--- config.mk ---
export PLATFORM = sky130hd
export DESIGN_NAME = layer_sequencer
export DESIGN_NICKNAME = d
export VERILOG_FILES = /design/src/rtl/layer_sequencer.sv
export SDC_FILE = /design/constraint.sdc
export NUM_CORES = 1
export LEC_CHECK = 0
export BUFFER_PORTS_ARGS = -buffer_cell sky130_fd_sc_hd__buf_2
export CORE_MARGIN = 2
export CORE_UTILIZATION = 25
export CTS_BUF_LIST = sky130_fd_sc_hd__clkbuf_4 sky130_fd_sc_hd__clkbuf_8 sky130_fd_sc_hd__clkbuf_16
export CTS_CLUSTER_SIZE = 8
export DETAILED_ROUTE_END_ITERATION = 8
export PLACE_DENSITY_LB_ADDON = 0.15
export SLEW_MARGIN = 20
export SYNTH_ARGS = -nofsm -noshare
export SYNTH_HDL_FRONTEND = slang
export SYNTH_SLANG_ARGS = --single-unit
--- constraint.sdc ---
create_clock -name clk -period 2.34 [get_ports clk]
set_input_delay 0.117 -clock clk [delete_from_list [all_inputs] [get_ports clk]]
set_output_delay 0.117 -clock clk [all_outputs]
set_load 0.01 [all_outputs]
--- src/rtl/layer_sequencer.sv ---
// layer_sequencer: steps a neural-network layer through MAC, BIAS and HOLD.
// Each output neuron gets 2^logNrns multiply-accumulate cycles, then a bias
// cycle, then a HOLD cycle that waits for downstream acceptance. After the
// last neuron is accepted, done pulses for one cycle.
// The next-state logic also computes the next value of every output, so each
// output comes straight from a flop.
module layer_sequencer #(
    parameter int logNrns = 5,   // input-neuron index bits; 2^logNrns inputs per neuron
    parameter int logOuts = 3,   // output-neuron index bits
    parameter int NOUT    = 8    // output neurons per layer, 1..2^logOuts
) (
    input  logic                       clk,
    input  logic                       rst_n,
    input  logic                       start,
    input  logic                       abort,
    input  logic                       res_ready,
    output logic                       busy,
    output logic                       done,
    output logic [logNrns-1:0]         in_sel,
    output logic [logOuts-1:0]         out_sel,
    output logic [logNrns+logOuts-1:0] w_addr,
    output logic                       acc_clr,
    output logic                       mac_en,
    output logic                       bias_en,
    output logic                       res_valid
);

    typedef enum logic [2:0] {
        IDLE = 3'd0,
        MAC  = 3'd1,
        BIAS = 3'd2,
        HOLD = 3'd3,
        DONE = 3'd4
    } state_t;

    localparam logic [logNrns-1:0] LAST_IN  = '1;
    localparam logic [logOuts-1:0] LAST_OUT = logOuts'(NOUT - 1);

    state_t               state, state_d;
    logic [logNrns-1:0]   in_sel_d;
    logic [logOuts-1:0]   out_sel_d;
    logic                 busy_d, done_d, acc_clr_d, mac_en_d, bias_en_d, res_valid_d;

    // Next state, next selects, and the registered outputs that go with them.
    always_comb begin
        // NOTE: every signal gets a default value first. A path through the
        // case that skips a signal would otherwise infer a latch.
        state_d   = state;
        in_sel_d  = in_sel;
        out_sel_d = out_sel;

        case (state)
            IDLE: begin
                if (start) begin
                    state_d   = MAC;
                    in_sel_d  = '0;
                    out_sel_d = '0;
                end
            end
            MAC: begin
                if (in_sel == LAST_IN) begin
                    // The column counter wraps to zero here and never runs past it.
                    state_d  = BIAS;
                    in_sel_d = '0;
                end else begin
                    in_sel_d = in_sel + 1'b1;
                end
            end
            BIAS: begin
                state_d = HOLD;
            end
            HOLD: begin
                // Hold the result and freeze both selects until the handshake completes.
                if (res_ready) begin
                    if (out_sel == LAST_OUT) begin
                        state_d = DONE;
                    end else begin
                        state_d   = MAC;
                        out_sel_d = out_sel + 1'b1;
                        in_sel_d  = '0;
                    end
                end
            end
            DONE: begin
                state_d   = IDLE;
                in_sel_d  = '0;
                out_sel_d = '0;
            end
            default: begin
                state_d   = IDLE;
                in_sel_d  = '0;
                out_sel_d = '0;
            end
        endcase

        // abort overrides everything, including a start in IDLE.
        if (abort) begin
            state_d   = IDLE;
            in_sel_d  = '0;
            out_sel_d = '0;
        end

        busy_d      = (state_d != IDLE);
        done_d      = (state_d == DONE);
        mac_en_d    = (state_d == MAC);
        acc_clr_d   = (state_d == MAC) && (in_sel_d == '0);
        bias_en_d   = (state_d == BIAS);
        res_valid_d = (state_d == HOLD);
    end

    // State register and output flops; reset clears progress immediately.
    always_ff @(posedge clk or negedge rst_n) begin
        if (!rst_n) begin
            state     <= IDLE;
            in_sel    <= '0;
            out_sel   <= '0;
            busy      <= 1'b0;
            done      <= 1'b0;
            acc_clr   <= 1'b0;
            mac_en    <= 1'b0;
            bias_en   <= 1'b0;
            res_valid <= 1'b0;
        end else begin
            // NOTE: non-blocking assignments update all flops together at the
            // edge. Blocking assignments here would let later lines see the
            // new values.
            state     <= state_d;
            in_sel    <= in_sel_d;
            out_sel   <= out_sel_d;
            busy      <= busy_d;
            done      <= done_d;
            acc_clr   <= acc_clr_d;
            mac_en    <= mac_en_d;
            bias_en   <= bias_en_d;
            res_valid <= res_valid_d;
        end
    end

    // The weight address is two flop outputs placed side by side.
    assign w_addr = {out_sel, in_sel};

endmodule

==> metrics.json <==
{
  "postSynthNetCount": {"value": 97},
  "synth-main-ff-cell": {"value": "dfrtp_1"},
  "io_pins": {"value": 27},
  "slowest_cell_delay_on_critical_path": {"value": 0.44, "unit": "ns"},
  "ys_top_cells_by_count": {"value": "dfrtp_1 (17), buf_4 (8), nor2_1 (5)"},
  "crit_fanout": {"value": 7},
  "outcome": {"value": "finished clean"},
  "ys_async_sr_fraction": {"value": 100, "unit": "%"},
  "via_count_of_the_first_global_routing_pass": {"value": 661},
  "synth_sequential_area_ratio": {"value": 44.7, "unit": "%"},
  "cap_violations": {"value": 0},
  "flow.area_growth_from_synthesis": {"value": 17.5, "unit": "%"},
  "cpMaxStageDelayCell": {"value": "dfrtp_1"},
  "detail-route-antenna-nets": {"value": 0},
  "final_net_count": {"value": 118},
  "dp_hpwl": {"value": 1.44, "unit": "mm"},
  "report.final.hold_viol_count": {"value": 0},
  "timing.fmax": {"value": 0.484, "unit": "GHz"},
  "timing_worst_slew_pin_value": {"value": 0.424, "unit": "ns"},
  "final_max_slew_viol_count": {"value": 0},
  "power.static_leakage": {"value": 0.000585, "unit": "uW"},
  "drt_pass1_iterations": {"value": 4},
  "postSynthAreaPerCell": {"value": 10.8, "unit": "sq um"},
  "cp_num_buf_inv": {"value": 0},
  "io_buffer_count": {"value": 26},
  "timing.clock.skew": {"value": 0.00679, "unit": "ns"},
  "synth_area_leaders": {"value": "dfrtp_1 (45%), buf_4 (6.3%), ha_1 (5.3%), nor4b_1 (2.8%), and2_1 (2.6%)"},
  "route.detailed.drc": {"value": 0},
  "fin_crit_sh": {"value": 88.3, "unit": "%"},
  "grt_first_pass_wirelength": {"value": 3.26, "unit": "mm"},
  "post_synth_instance_area": {"value": 952, "unit": "sq um"},
  "die_w": {"value": 65.7, "unit": "um"},
  "powerDensity": {"value": 522, "unit": "nW/um^2"},
  "core.rowCount": {"value": 22},
  "finalSetupTns": {"value": 0, "unit": "ns"},
  "crit_chain": {"value": "ha_1, and3_1, ha_1, and3b_1, a221oi_1, o2111ai_1, nor4_2"},
  "clock_root_cell": {"value": "clkbuf_8"},
  "post_synth_inst_count": {"value": 88},
  "grt_max_degree": {"value": 18},
  "placed_cell_area": {"value": 1060, "unit": "sq um"},
  "hold_slack": {"value": 0.114, "unit": "ns"},
  "tritoncts": {"value": "done"},
  "period_minus_slack": {"value": 2.07, "unit": "ns"},
  "filler_cell_count": {"value": 390},
  "worst_setup_hold_path_clk_slew": {"value": 0.07, "unit": "ns"},
  "core_area": {"value": 3660, "unit": "sq um"},
  "rsz0062_at_grt": {"value": "no"},
  "detailedPlace.worstSlack": {"value": 0.287, "unit": "ns"},
  "drive_above_1_share": {"value": 34.3, "unit": "%"},
  "yosys_warnings": {"value": 0},
  "crit_path_end_kind": {"value": "flop"},
  "post_synth_num_cell_types": {"value": 39},
  "crit_path_start_kind": {"value": "flop"},
  "routed_wirelength": {"value": 1.98, "unit": "mm"},
  "yosys.cell_count.top_type": {"value": "dfrtp_1"},
  "cp.required": {"value": 2.49, "unit": "ns"},
  "normalized_max_slew_margin": {"value": 71.7, "unit": "%"},
  "grt.overflow.total": {"value": 0},
  "worstSetupPathType": {"value": "reg -> reg"},
  "die_height": {"value": 65.7, "unit": "um"},
  "detail_route.iter0.violations": {"value": 7},
  "finalInstanceArea": {"value": 1120, "unit": "sq um"},
  "vias_per_cell": {"value": 4.54},
  "wl_per_cell": {"value": 12.7, "unit": "um"},
  "clock_sinks": {"value": 17},
  "synth-edff-count": {"value": 0},
  "vdd_ir_max": {"value": 0.163, "unit": "mV"},
  "critical_path.most_common_cell": {"value": "ha_1"},
  "htree_num_levels": {"value": 1},
  "postCtsResizedCells": {"value": 0},
  "arrival": {"value": 2.22, "unit": "ns"},
  "finalWeightedCongestion": {"value": 0.791},
  "finalSetupViolations": {"value": 0},
  "worst_skew_pair.late_latency": {"value": 0.25, "unit": "ns"},
  "finalWorstSetupSlack": {"value": 0.273, "unit": "ns"},
  "routed-via-count": {"value": 708},
  "grt_antenna_before_repair": {"value": 0},
  "netlist.top_cell.by_area": {"value": "dfrtp_1"},
  "grt_usage": {"value": 10.0, "unit": "%"},
  "yosysTopAreaCellShare": {"value": 44.7, "unit": "%"},
  "clock_tree.buffer_depth": {"value": 2},
  "number_of_cts_inserted_buffers": {"value": 3},
  "hold_path_class": {"value": "in -> reg"},
  "synth_seq_cells": {"value": 17},
  "path_delay_family": {"value": "simple AND/OR/NAND/NOR gates"},
  "initial_utilization": {"value": 26.0, "unit": "%"},
  "antenna_cells": {"value": 0},
  "floorplan.die_area": {"value": 4320, "unit": "sq um"}
}
[area by class of cell]
type	count	area (sq um)	share of cell area (%)
multi-input cells	57	435	38.9
flip-flops and latches	17	425	38.0
inverters	3	11.3	1.01
repair buffers	27	140	12.5
clock buffers	3	41.3	3.69
well taps	48	60.1	5.37
clock inverters	1	5.00	0.447
[path summary, 6_finish.rpt]
kind / from / end / slack (ns) / cells past startpoint
worst min register to register: out_sel[1] / out_sel[1] / 0.57 / 1
worst max-delay path: in_sel[0] / acc_clr / 0.27 / 7
worst min-delay path: abort / out_sel[0] / 0.11 / 2
max in group asynchronous: rst_n / in_sel[4] / 1.74 / 2
worst max register to register: in_sel[0] / acc_clr / 0.27 / 7
min in group asynchronous: rst_n / out_sel[0] / 0.32 / 2
[kinds of logic (layout without fill, tap and decap cells)]
kind of cell / after synthesis / count (layout) / synth area share (%)
compound gates: 14 / 14 / 13.0
fa+ha+maj: 4 / 4 / 5.26
buf+inv: 14 / 34 / 9.59
flops: 17 / 17 / 44.7
mux: 1 / 1 / 1.18
simple gates: 38 / 38 / 26.3
[state kept, by name, summed over array words and instances (netlist names)]
register / flops
acc_clr: 1
in_sel: 5
bias_en: 1
mac_en: 1
out_sel: 3
res_valid: 1
state: 3
busy: 1
done: 1
[power breakdown]
| part | total, uW | internal [uW] | switching (uW) |
|---|---|---|---|
| Combinational | 56.7 | 23.7 | 32.9 |
| Sequential | 308 | 301 | 7.08 |
| Clock | 220 | 118 | 102 |
[per-stage QoR]
step                power (uW)  instances  utilization [%]
finish                     584        156             30.6
global route               612        156             30.6
CTS                        599        156             30.6
detailed placement         370        151             29.0
global placement           369        151             29.0
floorplan                  349         88                -
[placed cells by master, fill, tap and decap left out, types with 2 or more instances in the layout]
master	n
nor2b_1	2
clkbuf_8	3
a221o_1	2
nor3_1	4
nor4b_1	3
buf_2	26
dfrtp_1	17
nor2_1	5
nand2_1	4
a21oi_1	2
and3_1	3
and2_1	4
a31o_1	2
inv_1	2
nand3b_1	2
ha_1	4
[timing repair]
item | CTS | global route
buffers inserted | 0 | 0
hold buffers | 1 | 0
hold endpoints to repair | 17 | 0
[worst reg2reg max path: stages (launching register included)]
cell	delay, ns
dfrtp_1	0.44
ha_1	0.24
and3_1	0.19
ha_1	0.26
and3b_1	0.17
a221oi_1	0.33
o2111ai_1	0.17
nor4_2	0.16
[layer usage]
| metal | part of all wire (%) | routed length (um) | global-route usage [%] |
|---|---|---|---|
| met1 | 50 | 984 | 14.0 |
| met2 | 46 | 902 | 14.3 |
| met3 | 3.6 | 72 | 2.05 |
| met4 | 0.91 | 18 | 5.47 |
| met5 | 0 | 0 | 0 |
No activity file was read; power rests on OpenSTA's default activity.
